--- config.mk ---
export PLATFORM = sky130hd
export DESIGN_NAME = divisor_seq_ctrl
export DESIGN_NICKNAME = d
export VERILOG_FILES = /design/src/rtl/divisor_seq_ctrl_pkg.sv /design/src/rtl/divisor_seq_ctrl_etapa_div.sv /design/src/rtl/divisor_seq_ctrl.sv
export SDC_FILE = /design/constraint.sdc
export NUM_CORES = 1
export LEC_CHECK = 0
export CAP_MARGIN = 20
export CORE_ASPECT_RATIO = 0.6
export CORE_MARGIN = 10
export CORE_UTILIZATION = 40
export CTS_BUF_LIST = sky130_fd_sc_hd__clkbuf_8
export CTS_CLUSTER_SIZE = 10
export DETAILED_ROUTE_END_ITERATION = 12
export SKIP_CTS_REPAIR_TIMING = 1
export SLEW_MARGIN = 5
export SYNTH_ARGS = -nofsm -noshare
export SYNTH_HDL_FRONTEND = slang
export SYNTH_SLANG_ARGS = --single-unit
export TNS_END_PERCENT = 100
--- constraint.sdc ---
create_clock -name clk -period 5.4 [get_ports clk]
set_input_delay 1.08 -clock clk [delete_from_list [all_inputs] [get_ports clk]]
set_output_delay 1.08 -clock clk [all_outputs]
set_load 0.05 [all_outputs]
--- src/rtl/divisor_seq_ctrl_pkg.sv ---
// Shared definitions for the sequential restoring divider: FSM state
// encoding and the default operand width.
package divisor_seq_ctrl_pkg;

    localparam int DIV_N_DEFAULT = 8;

    typedef enum logic [1:0] {
        IDLE = 2'd0,
        CALC = 2'd1,
        DONE = 2'd2
    } state_t;

endpackage

--- src/rtl/divisor_seq_ctrl_etapa_div.sv ---
// One restoring-division step: shift the next dividend bit into the partial
// remainder, try to subtract the divisor, and keep the difference only when
// it does not borrow.
module etapa_div
    import divisor_seq_ctrl_pkg::*;
#(
    parameter int N = DIV_N_DEFAULT
) (
    input  logic [N-1:0] rem_i,
    input  logic         bit_i,
    input  logic [N-1:0] divisor_i,
    output logic [N-1:0] rem_o,
    output logic         q_o
);

    // The full remainder is shifted (not just its low N-1 bits): when the
    // divisor exceeds 2^(N-1) the remainder MSB can be set and must survive.
    logic [N:0] shifted;
    logic [N:0] trial;

    assign shifted = {rem_i, bit_i};
    assign trial   = shifted - {1'b0, divisor_i};

    // Because rem_i < divisor_i, shifted < 2*divisor_i; so a non-borrowing
    // trial is below the divisor (fits N bits) and a borrowing one wraps with
    // its MSB set, making trial[N] the borrow flag.
    assign q_o   = ~trial[N];
    assign rem_o = trial[N] ? shifted[N-1:0] : trial[N-1:0];

endmodule

--- src/rtl/divisor_seq_ctrl.sv ---
// Sequential restoring divider controller. A single etapa_div instance is
// reused once per CALC cycle, producing one quotient bit per cycle, MSB first.
// Assumes N >= 2.
module divisor_seq_ctrl
    import divisor_seq_ctrl_pkg::*;
#(
    parameter int N = DIV_N_DEFAULT
) (
    input  logic         clk,
    input  logic         rst,
    input  logic         start,
    input  logic [N-1:0] A,
    input  logic [N-1:0] B,
    output logic         busy,
    output logic         done,
    output logic [N-1:0] S,
    output logic [N-1:0] Resto,
    output logic         R_exists,
    output logic         ERRO
);

    localparam int CW = (N > 1) ? $clog2(N) : 1;

    state_t        state_q;
    logic [N-1:0]  dividend_q;
    logic [N-1:0]  divisor_q;
    logic [N-1:0]  rem_q;
    logic [N-1:0]  quot_q;
    logic [CW-1:0] cnt_q;
    logic          busy_q;
    logic          done_q;
    logic          rexists_q;
    logic          erro_q;

    logic [N-1:0]  step_rem_d;
    logic          step_bit_d;

    etapa_div #(
        .N(N)
    ) u_etapa (
        .rem_i    (rem_q),
        .bit_i    (dividend_q[N-1]),
        .divisor_i(divisor_q),
        .rem_o    (step_rem_d),
        .q_o      (step_bit_d)
    );

    // Control FSM plus operand/result registers; all outputs are registered.
    always_ff @(posedge clk) begin
        if (rst) begin
            state_q    <= IDLE;
            dividend_q <= '0;
            divisor_q  <= '0;
            rem_q      <= '0;
            quot_q     <= '0;
            cnt_q      <= '0;
            busy_q     <= 1'b0;
            done_q     <= 1'b0;
            rexists_q  <= 1'b0;
            erro_q     <= 1'b0;
        end else begin
            case (state_q)
                IDLE: begin
                    done_q <= 1'b0;
                    if (start) begin
                        dividend_q <= A;
                        divisor_q  <= B;
                        rem_q      <= '0;
                        quot_q     <= '0;
                        rexists_q  <= 1'b0;
                        busy_q     <= 1'b1;
                        if (B == '0) begin
                            // Division by zero: skip the datapath, report at once.
                            erro_q  <= 1'b1;
                            done_q  <= 1'b1;
                            cnt_q   <= '0;
                            state_q <= DONE;
                        end else begin
                            erro_q  <= 1'b0;
                            cnt_q   <= CW'(N - 1);
                            state_q <= CALC;
                        end
                    end
                end
                CALC: begin
                    dividend_q <= {dividend_q[N-2:0], 1'b0};
                    rem_q      <= step_rem_d;
                    quot_q     <= {quot_q[N-2:0], step_bit_d};
                    if (cnt_q == '0) begin
                        rexists_q <= (step_rem_d != '0);
                        done_q    <= 1'b1;
                        state_q   <= DONE;
                    end else begin
                        cnt_q <= cnt_q - CW'(1);
                    end
                end
                DONE: begin
                    done_q  <= 1'b0;
                    busy_q  <= 1'b0;
                    state_q <= IDLE;
                end
                default: begin
                    done_q  <= 1'b0;
                    busy_q  <= 1'b0;
                    state_q <= IDLE;
                end
            endcase
        end
    end

    assign busy     = busy_q;
    assign done     = done_q;
    assign S        = quot_q;
    assign Resto    = rem_q;
    assign R_exists = rexists_q;
    assign ERRO     = erro_q;

endmodule
### Word-level counts from Yosys, hierarchy flattened

Index checks and enable logic that the tools add are counted.

* $add $sub $neg: 2
* equality and inequality tests: 4
* multiplexer cells: 23
* bitwise gates (word level): 2
* reductions and logical operators: 11

Operators by type and width (count)
* $pmux W8 S2: 3
* $mux W8: 3
* $mux W3: 3
* $sub A9 B8 Y9: 1
* $logic_not A8 Y1: 1
* $reduce_and A2 Y1: 4
* $reduce_bool A8 Y1: 1
* $mux W1: 6
* $mux W2: 3
* $ne A2 B2 Y1 const B: 3
* $pmux W1 S2: 3
* $pmux W3 S2: 1
* $reduce_and A3 Y1: 2
* $pmux W2 S2: 1
* $logic_not A3 Y1: 1
* $sub A3 B1 Y3 const B: 1
* $eq A2 B1 Y1 const B: 1
* $logic_not A2 Y1: 1
* $not A1 Y1: 2
* $reduce_bool A2 Y1: 1

* register bits: 41
* bits of input ports: 19
* logic and storage cells: 52

### Logic depth before layout (Yosys ltp)

Gate-level depths: netlist of run 1.

* word-level depth: 5
* depth in mapped cells: 10

### By module

Synthesis of run 1 repeated with hierarchy kept, for this count alone.

* cell total of the unflattened synthesis: 233
* area total of the unflattened synthesis: 2189.6 um2

Modules (own cells, without submodules)
* divisor_seq_ctrl: instances 1, cells each 175, area an instance 1704.1 um2
* etapa_div: instances 1, cells each 58, area an instance 485.5 um2

### Least setup slack after synthesis of run 1

OpenSTA, ideal clock, no wires.

* path type: reg2reg
* start: register rem_q[3], in the netlist Resto[3]
* end: register rexists_q, in the netlist R_exists
* setup time: 125 ps
* arrival: 2408 ps
* required time: 5275 ps
* slack: 2867 ps
* stages on the path, launching flop included: 8
* path buffers: 0
* period minus slack after synthesis: 2533 ps
* cells stage by stage: dfxtp_1 ha_1 a21o_1 a21oi_2 and2_4 xnor2_1 or4_1 o41a_1

* cells in the longest elaborated chain, start to end: 5

RTL lines
* start, declared: line divisor_seq_ctrl.sv:27 `logic [N-1:0] rem_q;`
* start signal, assigned: line divisor_seq_ctrl.sv:87 `rem_q <= step_rem_d;`
* $sub A9 B8 Y9: line divisor_seq_ctrl_etapa_div.sv:22 `assign trial = shifted - {1'b0, divisor_i};`
* $mux W8 (*): line divisor_seq_ctrl_etapa_div.sv:28 `assign rem_o = trial[N] ? shifted[N-1:0] : trial[N-1:0];`
* $reduce_bool A8 Y1 (*): line divisor_seq_ctrl.sv:90 `rexists_q <= (step_rem_d != '0);`
* $mux W1 (*): line divisor_seq_ctrl.sv:89 `if (cnt_q == '0) begin`
* $pmux W1 S2 (*): line divisor_seq_ctrl.sv:62 `case (state_q)`
* end signal, assigned: line divisor_seq_ctrl.sv:90
* end, declared: line divisor_seq_ctrl.sv:32 `logic rexists_q;`

Mark *: on every way between the ends. The rest lies on a longest branch, timed or not. The select of a mux whose other input is x is not followed.
A chain may end at the register's enable or synchronous reset.

### Final worst setup path of run 1

* start: input start
* end: register rem_q[5], in the netlist Resto[5]

* cells in the longest elaborated chain, start to end: 2

RTL lines
* start, declared: line divisor_seq_ctrl.sv:11 `input logic start,`
* $ne A2 B2 Y1 (no line)
* $reduce_and A2 Y1 (no line)

Every way passes these cells.

==> reports/metrics.yaml, run 1 <==
finalCritPeriodShare: 0.5314
syn_avg_cell_area_um2: 8.273
use_met2: 0.1534
die_area_um2: 8674
skew_ps: 11.53
hold_viol_final: 0
vias: 1882
rows: 20
drive_above_1_share: 0.06186
synth.most_common_cell: "dfxtp_1"
finalMaxSlewViolations: 0
leakage_nw: 1.017
seq_area_frac_synth: 0.3891
synthArstFlopShare: 0
synthFlopType: "dfxtp_1"
start_kind: "input port"
initial_core_util: 0.4153
drc: 0
finalWirelength_um: 5361
timing.slew.headroom: 0.4039
io_pins: 39
fp.dieH_um: 76.25
hp-class: "reg -> reg"
instances_no_fill: 357
ctsHtreeMaxLevel: 2
synth_cell_types: 45
dr.pass1.iters: 4
place_inst: 349
cts_root_buffer: "clkbuf_8"
grt_use_total: 0.1257
use_met1: 0.1902
end_kind: "register"
hpwl_um: 4091
top_usage_layer: "met1"
synthTopCellsByCount: "41 x dfxtp_1, 40 x nand2_1, 34 x nor2_1, 17 x a21oi_1, 11 x inv_1"
rsz0062_at_grt: "no"
worst_slew_pin_slew_ps: 890.8
vias_per_cell: 5.272
synth_largest_area_cell: "dfxtp_1"
synthCells: 255
io_buffers: 38
grt_max_degree: 37
synthesis.nets: 285
fin_nets: 320
clockBufferDepth: 2
finalPower_uw: 969.0
antenna_found_initial: 0
ir_drop_v: 0.0001392
gp_congestion: 0.7978
core_um2: 5080
overflow: 0
powerDensity_nw_per_um2: 366.0
fin_setup_tns_ps: 0
cap_viol_max_count: 0
ant_nets: 0
diodes: 0
yosys-top-cells-area: "dfxtp_1 39%, nand2_1 7.1%, nor2_1 6.0%"
finalSetupViolCount: 0
use_met3: 0.04481
fin_crit_ps: 2870
critPathRequiredTime_ps: 5590
cts_tree: "done"
grt_pass1_wl_um: 8997
grt_pass1_vias: 1740
syn_area_um2: 2110
synth_top_area_frac: 0.3891
cts_buffers: 5
critPathArrivalTime_ps: 3060
synth_edf_count: 0
synth_warnings: 0
clk_pin_slew_worst_paths_ps: 80
crit_type: "in -> reg"
critPathMaxFanout: 15
outcome: "finished, final reports clean"
drt-initial-drc-count: 108
detail_route.wl_per_cell_um: 15.02
synth_seq_cells: 41
cts.sink_count: 41
clk_latency_ps: 300
die_w_um: 113.8
area_growth_pct: 25.50
fmax_mhz: 348.5
[placed cells by master (no fill, tap or decap), types with 2 or more instances in the layout]
cell,count
dfxtp_1,41
nand2_1,40
clkdlybuf4s50_1,38
nor2_1,34
a21oi_1,17
inv_1,12
ha_1,10
a22oi_1,9
o21ai_0,8
a311oi_1,7
mux2i_1,6
clkbuf_8,6
nand2b_1,5
xnor2_1,5
nor2b_1,4
o21a_1,4
nor4_1,4
nor3_1,4
nand3_1,3
a211oi_1,3
a21o_1,2
nand4_1,2
a211o_1,2
a32o_1,2
buf_4,2
[path summary, 6_finish.rpt]
path / from / endpoint / slack, ps / cells past startpoint
worst min-delay path: divisor_q[2] / divisor_q[2] / 460 / 2
worst min register to register: divisor_q[2] / divisor_q[2] / 460 / 2
worst max register to register: dividend_q[7] / R_exists / 2840 / 10
worst max-delay path: start / Resto[5] / 2530 / 6
[layer usage]
layer	wire (um)	part of all wire	vias to the layer above
li1	-	-	972
met1	2912	0.54	835
met2	1906	0.36	67
met3	475	0.089	8
met4	66	0.012	0
met5	0	0	-
[kinds of logic after synthesis]
kind of cell,after synthesis,synth area share
flip-flops,41,0.3891
multiplexers,6,0.02847
adder cells (fa/ha/maj),11,0.06880
AO/OA/AOI/OAI,64,0.2201
XOR/XNOR,6,0.02491
AND/OR/NAND/NOR,104,0.2224
buffers and inverters,23,0.04626
[worst max-delay path: stages]
cell,delay (ps)
clkdlybuf4s50_1,470
nor2_1,50
nor2_1,680
nor2_1,300
a32o_1,280
a31o_2,200
[stage by stage]
step	instance area, um^2	worst slack, ps	util	hold WS (ps)
floorplan	2110	2867	-	410.9
global placement	2531	2284	0.4983	425.8
detailed placement	2531	2226	0.4983	445.3
CTS	2648	2540	0.5212	456.4
global route	2648	2343	0.5212	491.4
finish	2648	2530	0.5212	456.6
[flip-flops by register name (all words and copies together), names as in the netlist]
name	flops
Resto	8
S	8
dividend_q	8
divisor_q	8
cnt_q	3
state_q	2
ERRO	1
R_exists	1
busy	1
done	1
[power by group]
group / internal [mW] / switching (mW) / leakage (nW)
sequential: 0.328 / 0.0252 / 0.335
clock: 0.149 / 0.105 / 0.0626
combinational: 0.155 / 0.206 / 0.619
total: 0.633 / 0.336 / 1.02
[layout make-up]
type,instances,area (um^2)
fill,503,2432
multi-input combinational,191,1191
sequential,41,820.8
timing repair buffer,40,395.4
clock buffer,6,82.58
tap,66,82.58
inverter,11,41.29
clock inverter,2,33.78
Power figures use the tool's default switching activity.
==> inputs of run 2 (changes only) <==
Settings changed: PLACE_DENSITY set to 0.66.
Clock period 5.4 ns to 2.4 ns, I/O delays scaled along.
==> run 2 against run 1 <==
Final cell count rose by 5.3%. Non-clock buffer count rose by 19. Highest routed layer unchanged. Critical path type is now reg -> reg. Clock skew fell by 3.6 ps. Largest cell class unchanged. Sequential share of layout area fell by 1.9 points. Sequential cell count did not move. Combinational power rose to 2.6 times the previous value. Critical endpoint unchanged. Cell area rose by 7.2%. Register-to-register slack got worse by 2700 ps. Via count rose by 5.3%.
==> reports/metrics.yaml, run 2 (same netlist as run 1, synthesis figures left out) <==
critPathArrivalTime_ps: 2500  # was 3060 ps
vias_per_cell: 5.269  # was 5.272
diodes: 0  # unchanged
finalCritPeriodShare: 0.9609
rows: 20  # unchanged
ctsHtreeMaxLevel: 2  # unchanged
cap_viol_max_count: 0  # unchanged
io_pins: 39  # unchanged
powerDensity_nw_per_um2: 846.0  # was 366.0 nW/um^2
leakage_nw: 1.128  # was 1.017 nW
clk_pin_slew_worst_paths_ps: 80  # about the same
critPathMaxFanout: 4  # was 15
fin_crit_ps: 2306
fmax_mhz: 433.6
crit_type: "reg -> reg"  # was in -> reg
vias: 1981  # was 1882
grt_pass1_vias: 1874  # was 1740
r2r-start: "dividend_q[7]"  # unchanged
final_common_cell: "nand2_1"  # was dfxtp_1
critPathRequiredTime_ps: 2590  # was 5590 ps
fin_nets: 339  # was 320
detail_route.wl_per_cell_um: 15.19  # was 15.02 um
core_um2: 5080  # unchanged
finalWirelength_um: 5711  # was 5361 um
grt_use_total: 0.1312  # was 0.1257
gp_congestion: 0.8711  # was 0.7978
hp-class: "reg -> reg"  # unchanged
hpwl_um: 4456  # was 4091 um
initial_core_util: 0.4153  # unchanged
ir_drop_v: 0.0003638  # was 0.0001392 V
antenna_found_initial: 0  # unchanged
min_from: "cnt_q[0]"  # was divisor_q[2]
hold_viol_final: 0  # unchanged
cts_root_buffer: "clkbuf_8"  # unchanged
area_growth_pct: 34.58  # was 25.50%
fin_setup_tns_ps: 0  # unchanged
finalPower_mw: 2.402  # was 969.0 uW
fp.dieH_um: 76.25  # unchanged
die_area_um2: 8674  # unchanged
finalSetupViolCount: 0  # unchanged
overflow: 0  # unchanged
drc: 0  # unchanged
skew_ps: 7.972  # was 11.53 ps
cts_buffers: 5  # unchanged
io_buffers: 38  # unchanged
min_path_cells: 1  # was 2
grt_max_degree: 33  # was 37
die_w_um: 113.8  # unchanged
ant_nets: 0  # unchanged
timing.slew.headroom: 0.6551  # was 0.4039
grt_pass1_wl_um: 9432  # was 8997 um
cts_tree: "done"  # unchanged
start_kind: "register"  # was input port
layout_common_cells: "40 x nand2_1, 38 x clkdlybuf4s50_1, 37 x dfxtp_1"  # was 41 x dfxtp_1, 40 x nand2_1, 38 x clkdlybuf4s50_1
worst_slew_pin_slew_ps: 515.4  # was 890.8 ps
clockBufferDepth: 2  # unchanged
drt-initial-drc-count: 124  # was 108
dr.pass1.iters: 4  # unchanged
cts.sink_count: 41  # unchanged
outcome: "finished, final reports clean"  # unchanged
end_kind: "register"  # unchanged
drive_above_1_share: 0.1452  # was 0.06186
rr_worst_depth: 11  # was 10
clk_latency_ps: 290  # was 300 ps
rr_endpoint: "Resto[5]"  # was R_exists
r2r_slack_ps: 90  # was 2840 ps
finalMaxSlewViolations: 0  # unchanged
hold_end: "cnt_q[0]"  # was divisor_q[2]
[run 2: changes by cell type in the layout (fill, tap and decap cells not counted), sizes merged]
cell    delta
buf       +19
bufinv     +1
clkbuf     -1
clkinv     +1
inv        -1
[run 2: final cells by class]
type | instances | area [um^2]
clock inverters | 3 | 65.06
flip-flops and latches | 41 | 825.8
multi-input cells | 191 | 1214
fillers | 500 | 2241
well taps | 66 | 82.58
inverters | 11 | 41.29
repair buffers | 59 | 541.8
clock buffers | 5 | 68.82
[run 2: worst max-delay path by stage]
stage                        startpoint  endpoint  depth (start not counted)
after global routing      dividend_q[7]  Resto[5]                         11
after global placement    dividend_q[7]  R_exists                         10
after floorplan                Resto[2]  R_exists                          7
final                     dividend_q[7]  Resto[5]                         11
after detailed placement  dividend_q[7]  R_exists                         10
after CTS                 dividend_q[7]  R_exists                         10
[run 2: layer usage]
layer	wire, um	global-route usage	vias to the layer above	part of all wire
li1	-	-	1011	-
met1	3073	0.1970	921	0.54
met2	2250	0.1745	43	0.39
met3	350	0.03774	6	0.061
met4	36	0.03030	0	0.0063
met5	0	0	-	0
[run 2: where the power goes]
group	switching (mW)	leakage [nW]	total, mW	internal (mW)
combinational	0.511	0.723	0.959	0.448
sequential	0.0485	0.337	0.788	0.740
clock	0.241	0.0681	0.654	0.413
total	0.801	1.13	2.40	1.60
[run 2: through the flow]
stage	cell area (um^2)	util	instances	worst slack, ps	hold WS, ps
2_1_floorplan	2113	-	255	14.86	410.9
3_3_place_gp	2678	0.5271	368	43.02	426.1
3_5_place_dp	2678	0.5271	368	0.9202	432.7
4_1_cts	2811	0.5534	376	-5.833	448.8
5_1_grt	2839	0.5589	376	-11.90	484.7
6_report	2839	0.5589	376	93.91	452.2
[run 2: worst max-delay path, stage by stage (launching register included)]
cell and delay, ps:
dfxtp_2 330, inv_1 50, ha_2 170, inv_1 70, fa_2 190, a21o_1 130
nand4_1 120, and2_4 170, buf_4 140, o311a_4 370, a32o_1 260, a31o_2 210
==> patch 1, RTL diff (flow settings as in run 2) <==
The 3 states of `state_t` get a one-hot encoding in 3 bits.
--- a/src/rtl/divisor_seq_ctrl_pkg.sv
+++ b/src/rtl/divisor_seq_ctrl_pkg.sv
@@ -6,6 +6,6 @@
 
-    typedef enum logic [1:0] {
-        IDLE = 2'd0,
-        CALC = 2'd1,
-        DONE = 2'd2
+    typedef enum logic [2:0] {
+        IDLE = 3'b001,
+        CALC = 3'b010,
+        DONE = 3'b100
     } state_t;
Behaviour: no difference found for any inputs over 10 cycles, from zero or initial values and one cycle with rst high; not proved beyond that.
==> patch 1 against run 2 <==
  * The run now ends with negative setup slack left
  * Sequential share of layout area rose by 0.43 points
  * Area after synthesis rose by 1.8%
  * Cell area rose by 0.93%
  * Worst setup slack got worse by 0.17 ns
  * First-iteration DRC count fell by 8.9%
  * Sequential cell count rose by 1
  * Routed wire length rose by 5.0%
  * Critical path type unchanged
  * Critical endpoint is now Resto[7]$_SDFFE_PP0P_
  * Largest cell class unchanged
  * Highest routed layer unchanged
Power is not compared: it rests on default switching activity, and its combinational part moved more than twofold at a synthesized area within 25%.
==> patch 1: results (changes against run 2) <==
Sequential fraction of the synthesis area: 39.2% (+0.25 points)
Final Util: 55.9% (about the same)
FILL cells: 481 (-3.8%)
Number of global-route vias before repair: 1928 (+2.9%)
Violated checks: negative setup slack
Buffer share of cell area: 18.6% (-0.44 points)
Buffers on Ports: 38 (unchanged)
Netlist cell types: 46 (+2.2%)
Vias after detailed routing: 2017 (+1.8%)
Maximum VDD drop: 0.348 mV
Mapped Avg Cell Area: 8.07 sq um (-2.4%)
Multi-input combinational area share: 44.3% (+1.6 points)
Drt wl/cell: 15.6 microns (+2.9%)
Critical Path Fanout Max: 7 (+3)
GRT Util Overall: 13.4% (+0.25 points)
Largest cells by area after synthesis: dfxtp_1 39%, nand2_1 9.4%, a21oi_1 6.3%
Dpl cells: 374 (+1.6%)
Signal buffers: 57 (-3.4%)
Final-stage net count: 347 (+2.4%)
DR iter-0 viols: 113 (-8.9%)
WP data arrival: 2.68 ns (+0.18 ns)
# clk buffers: 6 (+1)
Setup_tns: -0.403 ns (-0.403 ns)
Comb_multi_in: 200 (+4.7%)
Pre-CTS setup slack: -0.170 ns (-0.171 ns)
Vias per cell: 5.25 (-0.30%)
FFs & Latches: 42 (+2.4%)
DP Wirelength: 4.42 mm (-0.70%)
First-pass GRT wire length: 9.85 mm (+4.4%)
Initial DRT Pass Iterations: 5 (+1)
Worst setup margin: -0.0804 ns (-0.174 ns)
Placed instance area: 2680 sq um (about the same)
GPL Wtd Cong: 0.850 (-2.4%)
Seq/total area: 29.5% (+0.43 points)
Skew final: 0.0117 ns (+0.00377 ns)
Largest net degree at the start of global routing: 29 (-12%)
Final Setup Violations: 7 (+7)
Post-synth top cells: 54 x nand2_1, 42 x dfxtp_1, 27 x a21oi_1
ClkCell Share: 3.19% (-1.5 points)
Status: finished with violations
Syn Nets: 296 (+3.9%)
Actual slew at the worst max-slew pin: 0.577 ns (+0.0615 ns)
patch 1: worst paths after layout:
check	from	end	slack [ns]	cells past startpoint
setup / recovery	dividend_q[7]$_SDFFE_PP0P_	Resto[7]$_SDFFE_PP0P_	-0.08	11
hold / removal	cnt_q[0]$_SDFFE_PP0P_	cnt_q[0]$_SDFFE_PP0P_	0.45	1
setup reg to reg	dividend_q[7]$_SDFFE_PP0P_	Resto[7]$_SDFFE_PP0P_	-0.08	11
hold reg to reg	cnt_q[0]$_SDFFE_PP0P_	cnt_q[0]$_SDFFE_PP0P_	0.45	1
patch 1: worst max-delay path: stages, from the launching register on:
cell and delay (ns):
dfxtp_2 0.34, inv_2 0.07, ha_4 0.14, inv_2 0.04
fa_2 0.40, a211oi_2 0.30, o21ai_2 0.11, a222oi_1 0.27
and2b_4 0.29, buf_6 0.13, mux2i_1 0.21, o21ai_1 0.08
patch 1: kinds of logic after synthesis:
logic type	after synthesis	share of synthesized area, %
xor+xnor	5	2.04
compound gates	70	20.8
fa+ha+maj	11	6.76
flops	42	39.2
buf+inv	24	4.72
mux	8	3.79
simple gates	106	22.7
patch 1: routing by layer:
| layer | global-route usage, % | vias to the layer above | wire [microns] |
|---|---|---|---|
| met5 | 0 | - | 0 |
| met4 | 2.99 | 0 | 48 |
| met3 | 5.05 | 6 | 470 |
| met2 | 16.0 | 54 | 2250 |
| met1 | 20.8 | 922 | 3230 |
| li1 | - | 1035 | - |
patch 1: power groups by stage:
stage	sequential, mW	clock (mW)	combinational, mW
finish	0.751	0.480	0.456
global route	0.756	0.511	0.500
CTS	0.749	0.487	0.392
detailed placement	0.765	0	0.389
global placement	0.764	0	0.386
floorplan	0.774	0	0.248
==> patch 2, RTL diff (flow settings as in run 2) <==
Without the edit above. `DIV_N_DEFAULT`: 8 -> 16.
--- a/src/rtl/divisor_seq_ctrl_pkg.sv
+++ b/src/rtl/divisor_seq_ctrl_pkg.sv
@@ -4,3 +4,3 @@
 
-    localparam int DIV_N_DEFAULT = 8;
+    localparam int DIV_N_DEFAULT = 16;
 
Interface: changed (resized A, B, Resto and S); port bits go from 39 to 71. The function was not compared with the original's and may differ.
==> patch 2 against run 2 <==
  * The flow now finishes with violations (negative setup slack)
  * Global-route usage is 5.2 points higher
  * Worst setup slack worse by 0.57 ns
  * Clock skew is 0.0019 ns higher
  * Total power is 130% higher
  * Routed wire length is 140% higher
  * Area after synthesis is 93% higher
  * Sequential cell count grew 33
  * First-iteration DRC count grew to 2.8 times the old value
  * Cell area increased by 110%
  * Sequential power up 80%
  * Sequential share of layout area is 3.6 points lower
  * Core utilization grew 3.5 points
  * Largest power group unchanged
==> patch 2: results (changes against run 2) <==
Number of global-route vias before repair: 4183 (+120%)
CTS max path bufs: 2 (unchanged)
Highest cell delay on the worst timing path: 0.35 ns (-0.02 ns)
Final Setup Violations: 18 (+18)
Post-synth top cells: 88 x nand2_1, 74 x dfxtp_1, 63 x nor2_1
Worst rel slew slack: 53.9% (-12 points)
FF-to-FF path depth: 13 (+2)
Leak pwr: 2.34 nW (+110%)
Largest net degree at the start of global routing: 48 (+45%)
GPL Wtd Cong: 0.983 (+13%)
Pre-CTS setup slack: -0.406 ns (-0.407 ns)
Synth Area in Adders: 6.02% (-0.86 points)
Hold_sp: divisor_q[15]$_SDFFE_PP0P_
Sequential fraction of the synthesis area: 36.4% (-2.5 points)
Worst setup margin: -0.478 ns (-0.572 ns)
Mux cell area share after synthesis: 0.614% (-2.2 points)
Status: finished with violations
Metal1 wirelength: 6.73 mm (+120%)
Compound-Gate Fraction of Synth Area: 25.5% (+3.5 points)
Netlist cell types: 58 (+29%)
Share of cells above drive strength 1: 21.8% (+7.3 points)
Hold EP: divisor_q[15]$_SDFFE_PP0P_
Worst-Skew Late Latency: 0.35 ns (+0.06 ns)
Dpl cells: 793 (+120%)
Critical path origin: dividend_q[15]$_SDFFE_PP0P_
Skew final: 0.00988 ns (+0.00191 ns)
Mapped Cells: 533 (+110%)
Cts bufs inserted: 9 (+4)
GRT Util Overall: 18.3% (+5.2 points)
Met3 Routed Length: 1.53 mm (+340%)
Setup_tns: -7.17 ns (-7.17 ns)
Xor and xnor area share after synthesis: 2.36% (-0.13 points)
Hold Crit Depth: 2 (+1)
Met2 wire length: 5.27 mm (+130%)
Vias per cell: 5.37 (+1.9%)
Termination of the worst setup path: R_exists$_SDFFE_PP0P_
DP Wirelength: 10.2 mm (+130%)
Met2 GRT Util: 24.8% (+7.3 points)
Drt wl/cell: 16.7 microns (+9.9%)
DR iter-0 viols: 353 (+180%)
Initial DRT Pass Iterations: 5 (+1)
First-pass GRT wire length: 22.1 mm (+130%)
Grt met3 use: 6.82% (+3.0 points)
Largest cells by area after synthesis: dfxtp_1 36%, nand2_1 8.1%, nor2_1 5.8%
Syn Nets: 587 (+110%)
Maximum VDD drop: 0.430 mV (+18%)
WP data arrival: 3.14 ns (+0.64 ns)
FILL cells: 924 (+85%)
Violated checks: negative setup slack
## patch 2: changes by cell type in the layout (fill, tap and decap cells not counted), moves of 11 or more
cell	delta
clkdlybuf4s50_1	+31
dfxtp_1	+27
a21oi_1	+25
nand3_1	+12
nand2_1	+48
buf_4	+66
inv_1	+12
a22oi_1	+11
nor2_1	+27
## patch 2: final cells by class
type	count	share of cell area (%)
repair buffers	161	24.1
multi-input cells	403	42.1
inverters	24	1.54
clock inverters	6	1.52
flip-flops and latches	74	25.5
well taps	135	2.88
clock buffers	10	2.35
## patch 2: per-stage QoR
stage / hold WS [ns] / area [sq um]
3_5_place_dp: 0.449 / 5550
4_1_cts: 0.461 / 5770
5_1_grt: 0.488 / 5860
3_3_place_gp: 0.444 / 5550
6_report: 0.460 / 5860
2_1_floorplan: 0.436 / 4130
## patch 2: where the power goes
part	internal (mW)	switching [mW]	total, mW	leakage [nW]
logic	1.41	1.67	3.08	1.62
registers	1.34	0.0804	1.42	0.610
clock network	0.618	0.491	1.11	0.115
